--- config.mk ---
export PLATFORM = sky130hd
export DESIGN_NAME = deco_7seg_multidigito
export DESIGN_NICKNAME = d
export VERILOG_FILES = /design/src/rtl/deco_pkg.sv /design/src/rtl/deco_digito.sv /design/src/rtl/deco_7seg_multidigito.sv
export SDC_FILE = /design/constraint.sdc
export NUM_CORES = 1
export LEC_CHECK = 0
export CAP_MARGIN = 10
export CORE_ASPECT_RATIO = 0.6
export CORE_UTILIZATION = 60
export DETAILED_ROUTE_END_ITERATION = 16
export PLACE_DENSITY = 0.81
export SYNTH_ARGS = -nofsm -noshare
export SYNTH_HDL_FRONTEND = slang
export SYNTH_HIERARCHICAL = 1
export SYNTH_SLANG_ARGS = --single-unit
export TNS_END_PERCENT = 1
--- constraint.sdc ---
create_clock -name clk -period 4.3 [get_ports clk]
set_input_delay 0.645 -clock clk [delete_from_list [all_inputs] [get_ports clk]]
set_output_delay 0.645 -clock clk [all_outputs]
set_load 0.01 [all_outputs]
--- src/rtl/deco_pkg.sv ---
// Shared constants for the multi-digit 7-segment decoder: FSM encoding,
// active-low segment patterns (gfedcba) and the BCD digit table.
package deco_pkg;

    localparam logic [1:0] ST_IDLE = 2'd0;
    localparam logic [1:0] ST_CONV = 2'd1;
    localparam logic [1:0] ST_DONE = 2'd2;

    localparam logic [6:0] SEG_BLANK = 7'b1111111;
    localparam logic [6:0] SEG_MINUS = 7'b0111111;
    localparam logic [6:0] SEG_E     = 7'b0000110;

    function automatic logic [6:0] seg_digit(input logic [3:0] d);
        logic [6:0] s;
        case (d)
            4'd0:    s = 7'b1000000;
            4'd1:    s = 7'b1111001;
            4'd2:    s = 7'b0100100;
            4'd3:    s = 7'b0110000;
            4'd4:    s = 7'b0011001;
            4'd5:    s = 7'b0010010;
            4'd6:    s = 7'b0000010;
            4'd7:    s = 7'b1111000;
            4'd8:    s = 7'b0000000;
            4'd9:    s = 7'b0011000;
            default: s = SEG_BLANK;
        endcase
        return s;
    endfunction

    function automatic int unsigned pow10(input int unsigned n);
        int unsigned r;
        r = 1;
        for (int unsigned i = 0; i < n; i++) r = r * 10;
        return r;
    endfunction

endpackage

--- src/rtl/deco_digito.sv ---
// Combinational BCD nibble to active-low 7-segment pattern; error shows 'E'
// and takes priority over blanking.
module deco_digito
    import deco_pkg::*;
(
    input  logic [3:0] bcd,
    input  logic       blank,
    input  logic       error,
    output logic [6:0] seg
);

    always_comb begin
        if (error)      seg = SEG_E;
        else if (blank) seg = SEG_BLANK;
        else            seg = seg_digit(bcd);
    end

endmodule

--- src/rtl/deco_7seg_multidigito.sv ---
// Signed value -> sequential double-dabble BCD -> time-multiplexed
// common-anode display (sign digit plus DIGITS magnitude digits).
module deco_7seg_multidigito
    import deco_pkg::*;
#(
    parameter int WIDTH    = 8,
    parameter int DIGITS   = 2,
    parameter int SCAN_DIV = 50000,
    parameter int BLANK_LZ = 1
) (
    input  logic              clk,
    input  logic              rst_n,
    input  logic [WIDTH-1:0]  entrada,
    input  logic              cargar,
    output logic              ocupado,
    output logic              listo,
    output logic              desborde,
    output logic [6:0]        salida,
    output logic [DIGITS:0]   anodo
);

    localparam int unsigned MAXV = pow10(DIGITS) - 1;
    localparam int BCD_W = 4 * DIGITS;
    localparam int CNT_W = (WIDTH > 1) ? $clog2(WIDTH) : 1;
    localparam int IDX_W = $clog2(DIGITS + 1);
    localparam int DIV_W = (SCAN_DIV > 1) ? $clog2(SCAN_DIV) : 1;
    localparam int AN_W  = DIGITS + 1;

    logic [1:0]       state_q, state_d;
    logic [WIDTH-1:0] mag_q, mag_d;
    logic [BCD_W-1:0] bcd_q, bcd_d;
    logic [CNT_W-1:0] cnt_q, cnt_d;
    logic             neg_q, neg_d;
    logic             ovf_q, ovf_d;
    logic [BCD_W-1:0] disp_bcd_q, disp_bcd_d;
    logic             disp_neg_q, disp_neg_d;
    logic             disp_ovf_q, disp_ovf_d;
    logic             listo_q, listo_d;
    logic [DIV_W-1:0] div_q, div_d;
    logic [IDX_W-1:0] idx_q, idx_d;
    logic [AN_W-1:0]  anodo_q, anodo_d;
    logic [6:0]       salida_q, salida_d;

    logic [WIDTH-1:0] mag_in;
    logic [BCD_W-1:0] bcd_adj;
    logic [DIGITS-1:0] lz_blank;
    logic             seen_nz;
    logic [3:0]       cur_bcd;
    logic             cur_blank;
    logic [6:0]       dig_seg;

    always_comb begin
        state_d    = state_q;
        mag_d      = mag_q;
        bcd_d      = bcd_q;
        cnt_d      = cnt_q;
        neg_d      = neg_q;
        ovf_d      = ovf_q;
        disp_bcd_d = disp_bcd_q;
        disp_neg_d = disp_neg_q;
        disp_ovf_d = disp_ovf_q;
        listo_d    = 1'b0;

        // Unsigned magnitude: -2^(WIDTH-1) maps to 2^(WIDTH-1) exactly.
        mag_in = entrada[WIDTH-1] ? (~entrada + WIDTH'(1)) : entrada;

        bcd_adj = bcd_q;
        for (int unsigned i = 0; i < DIGITS; i++) begin
            if (bcd_q[4*i +: 4] >= 4'd5) bcd_adj[4*i +: 4] = bcd_q[4*i +: 4] + 4'd3;
        end

        case (state_q)
            ST_IDLE: begin
                if (cargar) begin
                    neg_d   = entrada[WIDTH-1];
                    mag_d   = mag_in;
                    bcd_d   = '0;
                    cnt_d   = '0;
                    ovf_d   = 32'(mag_in) > MAXV;
                    state_d = ovf_d ? ST_DONE : ST_CONV;
                end
            end
            ST_CONV: begin
                {bcd_d, mag_d} = {bcd_adj[BCD_W-2:0], mag_q, 1'b0};
                cnt_d = cnt_q + CNT_W'(1);
                if (cnt_q == CNT_W'(WIDTH - 1)) state_d = ST_DONE;
            end
            ST_DONE: begin
                disp_bcd_d = bcd_q;
                disp_neg_d = neg_q;
                disp_ovf_d = ovf_q;
                listo_d    = 1'b1;
                state_d    = ST_IDLE;
            end
            default: state_d = ST_IDLE;
        endcase
    end

    // Scan divider/index and leading-zero mask for the committed digits.
    always_comb begin
        div_d = (div_q == DIV_W'(SCAN_DIV - 1)) ? '0 : div_q + DIV_W'(1);
        idx_d = idx_q;
        if (div_q == DIV_W'(SCAN_DIV - 1)) begin
            idx_d = (idx_q == IDX_W'(DIGITS)) ? '0 : idx_q + IDX_W'(1);
        end

        lz_blank = '0;
        seen_nz  = 1'b0;
        for (int unsigned i = DIGITS - 1; i >= 1; i--) begin
            seen_nz     = seen_nz | (disp_bcd_q[4*i +: 4] != 4'd0);
            lz_blank[i] = (BLANK_LZ != 0) && !seen_nz;
        end

        cur_bcd   = disp_bcd_q[3:0];
        cur_blank = 1'b0;
        for (int unsigned i = 0; i < DIGITS; i++) begin
            if (idx_q == IDX_W'(i)) begin
                cur_bcd   = disp_bcd_q[4*i +: 4];
                cur_blank = lz_blank[i];
            end
        end
    end

    deco_digito u_digito (
        .bcd   (cur_bcd),
        .blank (cur_blank),
        .error (disp_ovf_q),
        .seg   (dig_seg)
    );

    always_comb begin
        salida_d = dig_seg;
        if (idx_q == IDX_W'(DIGITS)) salida_d = disp_neg_q ? SEG_MINUS : SEG_BLANK;
        anodo_d = ~(AN_W'(1) << idx_q);
    end

    always_ff @(posedge clk or negedge rst_n) begin
        if (!rst_n) begin
            state_q    <= ST_IDLE;
            mag_q      <= '0;
            bcd_q      <= '0;
            cnt_q      <= '0;
            neg_q      <= 1'b0;
            ovf_q      <= 1'b0;
            disp_bcd_q <= '0;
            disp_neg_q <= 1'b0;
            disp_ovf_q <= 1'b0;
            listo_q    <= 1'b0;
            div_q      <= '0;
            idx_q      <= '0;
            anodo_q    <= '1;
            salida_q   <= '1;
        end else begin
            state_q    <= state_d;
            mag_q      <= mag_d;
            bcd_q      <= bcd_d;
            cnt_q      <= cnt_d;
            neg_q      <= neg_d;
            ovf_q      <= ovf_d;
            disp_bcd_q <= disp_bcd_d;
            disp_neg_q <= disp_neg_d;
            disp_ovf_q <= disp_ovf_d;
            listo_q    <= listo_d;
            div_q      <= div_d;
            idx_q      <= idx_d;
            anodo_q    <= anodo_d;
            salida_q   <= salida_d;
        end
    end

    assign ocupado  = (state_q != ST_IDLE);
    assign listo    = listo_q;
    assign desborde = disp_ovf_q;
    assign salida   = salida_q;
    assign anodo    = anodo_q;

endmodule
**After elaboration in Yosys (flattened, before gate mapping)**

Memory sizes are Yosys's and may differ from the RTL's.
Index checks and enable logic that the tools add are counted.

- Reduce and logical (&&, ||, !) cells: 8
- Add/subtract/negate cells: 6
- Order comparisons: 3
- Equal/unequal tests: 8
- Multiplexer cells: 22
- Bitwise logic cells: 2
- Shifts and indexed selects: 1

Operators by type and width:

| kind | number |
|---|---|
| $pmux W8 S2 | 2 |
| $mux W7 | 4 |
| $mux W8 | 3 |
| $add A16 B1 Y16 const B | 1 |
| $eq A16 B16 Y1 const B | 1 |
| $mux W16 | 1 |
| $add A8 B1 Y8 const B | 1 |
| $ge A4 B3 Y1 const B | 2 |
| $gt A8 B7 Y1 const B | 1 |
| $mux W2 | 4 |
| $mux W4 | 2 |
| $not A8 Y8 | 1 |
| $mux W3 | 2 |
| $pmux W3 S2 | 1 |
| $reduce_and A2 Y1 | 3 |
| $add A4 B2 Y4 const B | 1 |
| $eq A2 B1 Y1 const B | 2 |
| $eq A2 B2 Y1 const B | 2 |
| $ne A2 B2 Y1 const B | 2 |
| $pmux W2 S2 | 1 |
| $reduce_bool A2 Y1 | 2 |
| $reduce_bool A4 Y1 | 1 |
| $add A3 B1 Y3 const B | 1 |
| $add A3 B2 Y3 const B | 1 |
| other kinds (7) | 8 |

- Word-level logic and storage cells: 65
- Flip-flop bits (word level): 62
- Input port bits: 11
- Memories kept: 1
- Output and inout bits: 13
- Memory bits (read-only): 112

Memories:

| memory | depth | width | read ports | clocked after Yosys merged registers in | wr ports | RTL line | RTL |
|---|---|---|---|---|---|---|---|
| (no name shown) | 16 | 7 | 1 | 0 | 0 | deco_pkg.sv:15 | `case (d)` |

**Logic depth before layout (Yosys ltp)**

Gate-level depths: netlist (run 1).

- Word-level depth: 7
- Gate-level depth with buffers: 9
- Mapped depth without buffers: 9

**Cells and area by module**

Netlist (run 1), hierarchy kept.

Modules (own cells, without submodules):

| module | cells an instance | instances | area each (um2) |
|---|---|---|---|
| deco_7seg_multidigito | 286 | 1 | 3034.2 |
| deco_digito | 37 | 1 | 287.8 |

**Worst setup path before layout (run 1)**

Ideal clock, no wire load.

- Kind: input port to flip-flop
- Start point: input entrada[0]
- End point: register state_q[0]
- Slack: 2113 ps
- Stages on the path: 7
- Required time: 4176 ps
- Arrival time: 2063 ps
- Cells stage by stage: buf_2 -> inv_1 -> ha_1 -> o21bai_1 -> a2111oi_2 -> nor4_2 -> a211o_1

- Longest elaborated chain between the ends: 7

Ends and longest elaborated chain:

| what | RTL line | RTL |
|---|---|---|
| start: declaration | deco_7seg_multidigito.sv:13 | `input logic [WIDTH-1:0] entrada,` |
| $not A8 Y8 | deco_7seg_multidigito.sv:65 | `mag_in = entrada[WIDTH-1] ? (~entrada + WIDTH'(1)) : entrada;` |
| $add A8 B1 Y8 | deco_7seg_multidigito.sv:65 |  |
| $mux W8 (*) | deco_7seg_multidigito.sv:65 |  |
| $gt A8 B7 Y1 (*) | deco_7seg_multidigito.sv:79 | `ovf_d = 32'(mag_in) > MAXV;` |
| $mux W2 (*) | deco_7seg_multidigito.sv:80 | `state_d = ovf_d ? ST_DONE : ST_CONV;` |
| $mux W2 (*) | deco_7seg_multidigito.sv:74 | `if (cargar) begin` |
| $pmux W2 S2 (*) | deco_7seg_multidigito.sv:72 | `case (state_q)` |
| end signal: assignment | deco_7seg_multidigito.sv:154 | `state_q <= state_d;` |
| end: declaration | deco_7seg_multidigito.sv:29 | `logic [1:0] state_q, state_d;` |

Every way passes the cells marked *; elsewhere a longest branch is shown, timed or not. The select of a mux whose other input is x is not followed.
A chain may end at the register's enable or synchronous reset.

**Final worst setup path (run 1)**

- Start point: input entrada[0]
- End point: register state_q[1]

Same word-level chain as after synthesis.

==> results.py, run 1 <==
metrics = {
    "timing": {
        "rsz0062_at_grt": "no",
        "worst_slew_pin_slew_ns": 1.07,
        "final_hold_viol_count": 0,
        "finClkSkew_ns": 0.0101,
        "slew_violations": 0,
        "fin_crit_ns": 2.56,
        "max_freq_ghz": 0.391,
        "slew_headroom_pct": 28.7,
        "setup_viol": 0,
        "fin_setup_tns_ns": 0,
        "fin_crit_sh_pct": 59.4,
    },
    "die": {
        "initial_core_util_pct": 63.8,
        "die_w_um": 98.1,
        "pin_count": 24,
        "die_area_mm2": 0.00585,
        "core_area_mm2": 0.00520,
        "row_count": 20,
        "die_y_um": 59.6,
    },
    "global_route": {
        "grt_max_degree": 34,
        "grt-ovfl-total": 0,
        "grt_usage_pct": 25.0,
        "antenna_found_initial": 0,
        "grt_pass1_vias": 2270,
        "grt_pass1_wl_mm": 11.0,
    },
    "critical_path": {
        "crit_buf_inv": 2,
        "start_kind": "input port",
        "max_stage_delay_ns": 0.64,
        "critPathKind": "in2reg",
        "cp-end-kind": "flip-flop",
        "cp_slowest_cell": "clkdlybuf4s50_1",
        "path_cells": "clkdlybuf4s50_1, inv_1, ha_1, o21bai_1, a2111oi_2, nor3_1, o32ai_1",
        "cp.required_ns": 4.52,
        "cp_max_fo": 9,
        "arrival_ns": 2.78,
        "crit_family": "compound AO/OA/AOI/OAI gates",
    },
    "hold_path": {
        "worstHoldPathType": "in2async",
    },
    "layout": {
        "finish.utilization_pct": 71.9,
        "syn2layout_area_growth_pct": 12.7,
        "fillCellCount": 396,
        "drive_gt1_share_pct": 15.8,
        "antennaDiodeCount": 0,
        "nets": 367,
        "multiInputGateArea_mm2": 0.00161,
        "seq_area_mm2": 0.00156,
    },
    "synth": {
        "synth_cells": 323,
        "syn_area_per_cell_um2": 10.3,
        "async_reset_ff_share_pct": 100,
        "synth.mux.area_fraction_pct": 5.61,
        "synth_edf_count": 0,
        "yosysMostFrequentCell": "dfrtp_1",
        "synth_ff_type": "dfrtp_1",
        "synth_cell_type_count": 57,
        "syn_nets": 347,
        "syn_area_mm2": 0.00332,
        "synth-seq-cells": 62,
        "synth_xor_area_share_pct": 6.06,
        "ys_warn_count": 6,
        "synth_top_family_by_area": "simple AND/OR/NAND/NOR gates",
        "seq_area_frac_synth_pct": 47.1,
        "synth_largest_area_cell": "dfrtp_1",
        "synth-simple-area-share_pct": 18.3,
        "synthAdderAreaFrac_pct": 4.90,
        "synth_compound_area_share_pct": 13.4,
        "synthTopCellsByArea": "dfrtp_1 (39%), dfstp_2 (7.9%), ha_1 (4.9%)",
        "synth.top_cells.by_count": "dfrtp_1 (52), nor2_1 (24), nand2_1 (23), o21ai_0 (21), inv_1 (16)",
        "yosys.area.top_type_share_pct": 39.2,
    },
    "power_and_ir_drop": {
        "leakagePower_nw": 1.64,
        "ir_drop_uv": 348,
        "p_comb_share_pct": 35.8,
        "intPower_mw": 1.42,
        "pwr-share-seq_pct": 41.4,
        "swShare_pct": 34.1,
        "net-switching-power_mw": 0.733,
        "p_clk_share_pct": 22.8,
        "p_per_area_mw_per_mm2": 574,
    },
    "clock_network": {
        "cts_resized": 0,
        "cts_root_buf": "clkbuf_8",
        "cts_tree": "done",
        "cts_max_path_buffers": 2,
        "cts_buffers": 9,
        "postCtsHoldBufs": 0,
        "htree_num_levels": 3,
        "insertion_delay_ns": 0.33,
        "cts.sinks": 62,
        "path_clk_slew_ns": 0.07,
        "cts_setup_buffers": 0,
    },
    "run_status": {
        "violations": "DRC",
        "status": "finished, violations left",
    },
    "placement": {
        "io_buffers": 23,
        "dpl.hpwl_mm": 4.59,
        "place.gp.congestion": 0.849,
    },
    "job": {
        "maxCapViolations": 0,
    },
    "detailed_routing": {
        "wl_mm": 6.33,
        "drc": 3,
        "antenna_left": 0,
        "drt_iter0_markers": 134,
        "vias": 2360,
        "wl_per_cell_um": 15.3,
        "vias_per_cell": 5.70,
        "drt_pass1_iterations": 10,
    },
}
## logic make-up (layout without fill, tap and decap cells)
kind of cell             after synthesis  count (layout)
AND/OR/NAND/NOR                      109             109
AO/OA/AOI/OAI                         66              66
flip-flops                            62              62
buffers and inverters                 33              58
XOR/XNOR                              23              23
multiplexers                          17              17
adder cells (fa/ha/maj)               13              13
## registers in the layout, indices dropped and copies added (netlist names)
name and flops:
div_q 16, bcd_q 8, disp_bcd_q 8, mag_q 8
salida 7, anodo 3, cnt_q 3, idx_q 2
state_q 2, desborde 1, disp_neg_q 1, listo 1
neg_q 1, ovf_q 1
## final timing paths
kind | end | slack [ns] | depth (start not counted) | from
setup / recovery | state_q[1]$_DFFE_PN0P_ | 1.74 | 7 | entrada[0]
hold / removal | div_q[8]$_DFF_PN0_ | 0.32 | 1 | rst_n
setup reg to reg | salida[3]$_DFF_PN1_ | 2.07 | 8 | idx_q[0]$_DFFE_PN0N_
hold reg to reg | salida[6]$_DFF_PN1_ | 0.47 | 1 | disp_neg_q$_DFFE_PN0P_
max in group asynchronous | anodo[1]$_DFF_PN1_ | 3.09 | 2 | rst_n
min in group clk | salida[6]$_DFF_PN1_ | 0.47 | 1 | disp_neg_q$_DFFE_PN0P_
## power groups by stage
stage	registers, mW	clock network (mW)	logic, mW
floorplan	0.869	0	0.566
global placement	0.887	0	0.735
detailed placement	0.896	0	0.763
CTS	0.888	0.505	0.769
global route	0.911	0.533	0.861
finish	0.889	0.491	0.769
## routing by layer
metal,share of wire [%],vias to the layer above,track usage [%]
met5,0,-,0
met1,51,1125,34.9
met2,46,51,37.7
met4,0.22,0,9.09
met3,3.6,2,6.84
li1,-,1182,-
## area by class of cell
type | instances | area share [%]
clock buffers | 12 | 3.88
clock inverters | 4 | 1.27
inverters | 18 | 1.80
multi-input cells | 228 | 42.9
flip-flops and latches | 62 | 41.8
well taps | 66 | 2.21
repair buffers | 24 | 6.21
## stage by stage
stage	std cells	setup WS (ns)	power, mW	cell area, um^2	hold WS (ns)
3_3_place_gp	398	1.50	1.62	3550	0.459
4_1_cts	414	1.77	2.16	3740	0.334
6_report	414	1.74	2.15	3740	0.321
5_1_grt	414	1.54	2.30	3740	0.366
2_1_floorplan	323	2.11	1.44	3320	0.349
3_5_place_dp	398	1.41	1.66	3550	0.458
## placed cells by master (no fill, tap or decap), types with 5 or more instances in the layout
master and instances:
nand2_1 23, a21oi_1 12, ha_1 13, nor2b_1 5, dfstp_2 10, mux2_2 13
clkdlybuf4s50_1 22, nor2_1 24, clkbuf_8 10, o21ai_0 21, nand3_1 9, xor2_1 12
nor3_1 8, inv_1 16, xnor2_1 11, nand2b_1 10, dfrtp_1 52
## worst reg2reg max path, stage by stage, from the launching register on
cell and delay (ns):
dfrtp_1 0.35, inv_1 0.07, nor2_1 0.40, mux2_2 0.48, inv_1 0.13, ha_1 0.26, nor2b_1 0.15, a221oi_2 0.21
nand2b_1 0.13
Power figures use the tool's default switching activity.
==> run 2: changes to the inputs <==
--- a/config.mk
+++ b/config.mk
@@ -7,9 +7,9 @@
 export LEC_CHECK = 0
 export CAP_MARGIN = 10
 export CORE_ASPECT_RATIO = 0.6
-export CORE_UTILIZATION = 60
+export CORE_UTILIZATION = 53
 export DETAILED_ROUTE_END_ITERATION = 16
-export PLACE_DENSITY = 0.81
+export PLACE_DENSITY = 0.76
 export SYNTH_ARGS = -nofsm -noshare
 export SYNTH_HDL_FRONTEND = slang
 export SYNTH_HIERARCHICAL = 1
==> constraint.sdc (replaced) <==
create_clock -name clk -period 2.3 [get_ports clk]
set_input_delay 0.345 -clock clk [delete_from_list [all_inputs] [get_ports clk]]
set_output_delay 0.345 -clock clk [all_outputs]
set_load 0.01 [all_outputs]
==> run 2 against run 1 <==
  * The flow now finishes without violations
  * Global-route usage shrank 1.3 points
  * Sequential power is 88% higher
  * First-iteration DRC count fell by 15%
  * Utilization is 5.2 points lower
  * Count of clock-buffer cells in the layout is the same
  * Clock skew shrank 0.0045 ns
  * Clock power increased by 94%
  * Register-to-register slack worse by 1.8 ns
  * Cell area up 3.5%
  * Critical path type is now reg2reg
  * Largest cell class unchanged
  * Largest power group unchanged
==> results.py, run 2 (synthesized netlist as in run 1, its figures left out) <==
metrics = {
    "clock_network": {
        "cts_max_path_buffers": 2,
        "path_clk_slew_ns": 0.07,
        "cts_root_buf": "clkbuf_8",
        "cts.sinks": 62,
        "htree_num_levels": 3,
        "cts_buffers": 9,
        "cts_resized": 0,
        "postCtsHoldBufs": 1,
        "cts_tree": "done",
        "cts_setup_buffers": 0,
        "insertion_delay_ns": 0.33,
    },
    "die": {
        "core_area_mm2": 0.00581,
        "die_y_um": 63.3,
        "die_w_um": 104,
        "die_area_mm2": 0.00660,
        "pin_count": 24,
        "initial_core_util_pct": 57.2,
        "row_count": 21,
    },
    "detailed_routing": {
        "drc": 0,
        "wl_per_cell_um": 15.5,
        "vias": 2439,
        "wl_mm": 6.82,
        "drt_iter0_markers": 114,
        "drt_pass1_iterations": 4,
        "antenna_left": 0,
        "vias_per_cell": 5.54,
    },
    "global_route": {
        "grt_max_degree": 52,
        "grt-ovfl-total": 0,
        "antenna_found_initial": 0,
        "grt_usage_pct": 23.7,
        "grt_pass1_vias": 2477,
        "grt_pass1_wl_mm": 12.1,
    },
    "power_and_ir_drop": {
        "leakagePower_nw": 1.72,
        "swShare_pct": 34.3,
        "p_comb_share_pct": 36.2,
        "p_clk_share_pct": 23.1,
        "ir_drop_uv": 473,
        "intPower_mw": 2.71,
        "net-switching-power_mw": 1.41,
        "p_per_area_mw_per_mm2": 1060,
        "fin_total_pwr_mw": 4.12,
        "pwr-share-seq_pct": 40.7,
    },
    "timing": {
        "finClkSkew_ns": 0.00559,
        "finalWorstSetupSlack_ns": 0.267,
        "slew_violations": 0,
        "final_hold_viol_count": 0,
        "rsz0062_at_grt": "no",
        "max_freq_ghz": 0.492,
        "whs_ns": 0.420,
        "setup_viol": 0,
        "fin_setup_tns_ns": 0,
        "fin_crit_sh_pct": 88.4,
        "slew_headroom_pct": 51.1,
        "worst_slew_pin_slew_ns": 0.732,
        "fin_crit_ns": 2.03,
    },
    "hold_path": {
        "worstHoldPathType": "in2async",
    },
    "critical_path": {
        "path_cells": "nor2_1, mux2_2, inv_1, ha_1, nor2b_1, a221oi_2, nand2b_1",
        "cp_slowest_cell": "mux2_2",
        "crit_family": "simple AND/OR/NAND/NOR gates",
        "max_stage_delay_ns": 0.45,
        "arrival_ns": 2.30,
        "critPathKind": "reg2reg",
        "cp_max_fo": 6,
        "start_kind": "flip-flop",
        "cp-end-kind": "flip-flop",
        "crit_buf_inv": 1,
        "cp.required_ns": 2.57,
    },
    "placement": {
        "dpl.hpwl_mm": 4.98,
        "dp.cells": 423,
        "pre_cts_slack_ns": 0.0224,
        "place.gp.congestion": 0.868,
        "io_buffers": 23,
        "place_area_mm2": 0.00366,
    },
    "layout": {
        "final_common_cell": "dfrtp_1",
        "finish.utilization_pct": 66.7,
        "largest_register": "div_q",
        "syn2layout_area_growth_pct": 16.6,
        "nets": 379,
        "antennaDiodeCount": 0,
        "final_cells": 440,
        "largest_register_ffs": 16,
        "drive_gt1_share_pct": 18.6,
        "final_cell_mix": "dfrtp_1 (52), nor2_1 (24), nand2_1 (23), clkdlybuf4s50_1 (22), o21ai_0 (21)",
        "design_area_mm2": 0.00387,
    },
    "run_status": {
        "status": "finished, final reports clean",
    },
    "job": {
        "maxCapViolations": 0,
    },
}
## run 2: cell types whose count changed in the layout (fill, tap and decap cells not counted)
cell           before  now
buf_12              0    1
buf_4               1   11
clkbuf_1            2    1
clkbuf_8           10   11
clkinv_2            2    3
clkinvlp_4          1    0
dlygate4sd3_1       0    1
## run 2: final timing paths
check	startpoint	endpoint	slack, ns	cells past startpoint
worst max-delay path	idx_q[1]$_DFFE_PN0N_	salida[3]$_DFF_PN1_	0.27	7
worst min-delay path	rst_n	bcd_q[5]$_DFFE_PN0P_	0.42	2
worst max register to register	idx_q[1]$_DFFE_PN0N_	salida[3]$_DFF_PN1_	0.27	7
worst min register to register	disp_bcd_q[1]$_DFFE_PN0P_	disp_bcd_q[1]$_DFFE_PN0P_	0.48	2
max in group asynchronous	rst_n	anodo[1]$_DFF_PN1_	1.28	3
min in group clk	disp_bcd_q[1]$_DFFE_PN0P_	disp_bcd_q[1]$_DFFE_PN0P_	0.48	2
## run 2: cell type report
cell class,instances,area [um^2]
fill,474,1930
multi-input combinational,228,1610
tap,80,100
clock inverter,4,45.0
inverter,18,67.6
sequential,62,1560
timing repair buffer,36,338
clock buffer,12,155
## run 2: metal layers
layer | vias up | wire, um | share of wire (%) | track usage, %
li1 | 1203 | - | - | -
met1 | 1175 | 3440 | 51 | 34.2
met2 | 59 | 3010 | 44 | 36.1
met3 | 2 | 336 | 4.9 | 5.69
met4 | 0 | 24 | 0.35 | 5.36
met5 | - | 0 | 0 | 0
## run 2: power groups by stage
stage / combinational (mW) / clock, mW / sequential (mW)
global placement: 1.41 / 0 / 1.67
CTS: 1.49 / 0.969 / 1.67
floorplan: 1.06 / 0 / 1.63
detailed placement: 1.47 / 0 / 1.69
global route: 1.67 / 1.02 / 1.72
finish: 1.49 / 0.951 / 1.67
==> run 3: changes to the inputs <==
--- a/config.mk
+++ b/config.mk
@@ -5,6 +5,7 @@
 export SDC_FILE = /design/constraint.sdc
 export NUM_CORES = 1
 export LEC_CHECK = 0
+export ABC_AREA = 0
 export CAP_MARGIN = 10
 export CORE_ASPECT_RATIO = 0.6
 export CORE_UTILIZATION = 53
==> constraint.sdc (replaced) <==
create_clock -name clk -period 2.3 [get_ports clk]
set_input_delay 0.345 -clock clk [delete_from_list [all_inputs] [get_ports clk]]
set_output_delay 0.345 -clock clk [all_outputs]
set_load 0.1 [all_outputs]
==> run 3 against run 2 <==
  * Clock power is 16% higher
  * Sequential share of layout area is 0.091 points higher
  * Power is 14% higher
  * First-iteration DRC count is 8.8% higher
  * Combinational power is 30% higher
  * Routed wire length is 0.45% lower
  * Largest power group is now combinational cells
==> results.py, run 3 (synthesized netlist as in run 1, its figures left out) <==
metrics = {
    "clock_network": {
        "cts_max_path_buffers": 2,
        "cts_root_buf": "clkbuf_8",
        "cts.sinks": 62,
        "insertion_delay_ns": 0.34,
        "cts_tree": "done",
        "htree_num_levels": 3,
        "cts_resized": 0,
        "cts_buffers": 9,
        "path_clk_slew_ns": 0.07,
        "postCtsHoldBufs": 0,
        "cts_setup_buffers": 0,
    },
    "global_route": {
        "grt_pass1_wl_mm": 11.7,
        "grt_usage_pct": 23.5,
        "antenna_found_initial": 0,
        "grt_pass1_vias": 2382,
        "grt_max_degree": 63,
        "grt-ovfl-total": 0,
    },
    "timing": {
        "finClkSkew_ns": 0.00696,
        "setup_viol": 0,
        "fin_crit_sh_pct": 88.9,
        "final_hold_viol_count": 0,
        "slew_violations": 0,
        "slew_headroom_pct": 51.7,
        "worst_slew_pin_slew_ns": 0.722,
        "fin_crit_ns": 2.04,
        "fin_setup_tns_ns": 0,
        "rsz0062_at_grt": "no",
        "max_freq_ghz": 0.489,
        "whs_ns": 0.00568,
    },
    "critical_path": {
        "cp.required_ns": 2.57,
        "critPathKind": "reg2reg",
        "start_kind": "flip-flop",
        "cp-end-kind": "flip-flop",
        "cp_max_fo": 6,
        "arrival_ns": 2.32,
    },
    "layout": {
        "final_cell_mix": "dfrtp_1 (52), nor2_1 (24), buf_4 (24), nand2_1 (23), o21ai_0 (21)",
        "largest_register_ffs": 16,
        "drive_gt1_share_pct": 22.3,
        "nets": 378,
        "syn2layout_area_growth_pct": 16.4,
        "final_common_cell": "dfrtp_1",
        "antennaDiodeCount": 0,
        "largest_register": "div_q",
        "design_area_mm2": 0.00387,
        "final_cells": 439,
        "finish.utilization_pct": 66.6,
    },
    "hold_path": {
        "worstHoldPathType": "in2async",
    },
    "detailed_routing": {
        "drt_pass1_iterations": 4,
        "met2_wirelength_mm": 2.89,
        "wl_per_cell_um": 15.5,
        "drc": 0,
        "antenna_left": 0,
        "dr_wl_met3_um": 503,
        "vias_per_cell": 5.63,
        "drt_iter0_markers": 124,
        "wl_mm": 6.79,
        "highest_layer": "met4",
        "wl_met1_mm": 3.28,
        "vias": 2472,
    },
    "die": {
        "die_area_mm2": 0.00660,
        "core_area_mm2": 0.00581,
        "initial_core_util_pct": 57.2,
        "die_w_um": 104,
        "pin_count": 24,
        "die_y_um": 63.3,
        "row_count": 21,
    },
    "placement": {
        "io_buffers": 23,
        "place_area_mm2": 0.00363,
        "dp.cells": 423,
        "place.gp.congestion": 0.871,
        "dpl.hpwl_mm": 4.80,
    },
    "power_and_ir_drop": {
        "ir_drop_uv": 761,
        "leakagePower_nw": 1.74,
        "p_per_area_mw_per_mm2": 1220,
    },
    "run_status": {
        "status": "finished, final reports clean",
    },
    "job": {
        "maxCapViolations": 0,
    },
}
-- run 3: changes by cell type in the layout (fill, tap and decap cells not counted), sizes merged --
cell	previous run	this run
buf	13	26
bufinv	1	2
clkbuf	12	13
clkdlybuf4s50	22	9
clkinv	3	1
dlygate4sd3	1	0
-- run 3: path summary, 6_finish.rpt --
kind                                         from              endpoint  slack, ns  depth (start not counted)
max                          idx_q[0]$_DFFE_PN0N_   salida[3]$_DFF_PN1_       0.26                          8
min                                         rst_n  bcd_q[4]$_DFFE_PN0P_      0.006                          2
max reg2reg                  idx_q[0]$_DFFE_PN0N_   salida[3]$_DFF_PN1_       0.26                          8
min reg2reg                disp_neg_q$_DFFE_PN0P_   salida[6]$_DFF_PN1_       0.49                          1
max in group asynchronous                   rst_n    anodo[2]$_DFF_PN1_       1.99                          2
min in group clk           disp_neg_q$_DFFE_PN0P_   salida[6]$_DFF_PN1_       0.49                          1
-- run 3: layer usage --
metal / vias up / GRT usage, %
met1: 1167 / 32.5
met5: - / 0
met2: 91 / 32.5
li1: 1198 / -
met4: 0 / 10.5
met3: 16 / 8.90
-- run 3: cell type report --
cell class,instances,area (um^2)
Fill cell,454,1940
Multi-Input combinational cell,228,1610
Sequential cell,62,1560
Timing Repair Buffer,35,295
Clock buffer,13,169
Tap cell,80,100
Inverter,18,67.6
Clock inverter,3,65.1
-- run 3: where the power goes --
group	internal [mW]	total, mW	switching [mW]
clock network	0.698	1.10	0.401
registers	1.43	1.68	0.251
logic	0.688	1.93	1.24
-- run 3: per-stage QoR --
stage	worst slack, ns	power [mW]
2_1_floorplan	0.390	3.18
3_3_place_gp	0.125	3.54
3_5_place_dp	0.0908	3.61
4_1_cts	0.259	4.74
5_1_grt	0.124	4.99
6_report	0.255	4.71
-- run 3: critical path, stage by stage (launching register included) --
cell	delay, ns
dfrtp_1	0.34
inv_1	0.06
nor2_1	0.24
mux2_2	0.45
inv_1	0.13
ha_1	0.26
nor2b_1	0.15
a221oi_2	0.21
nand2b_1	0.13
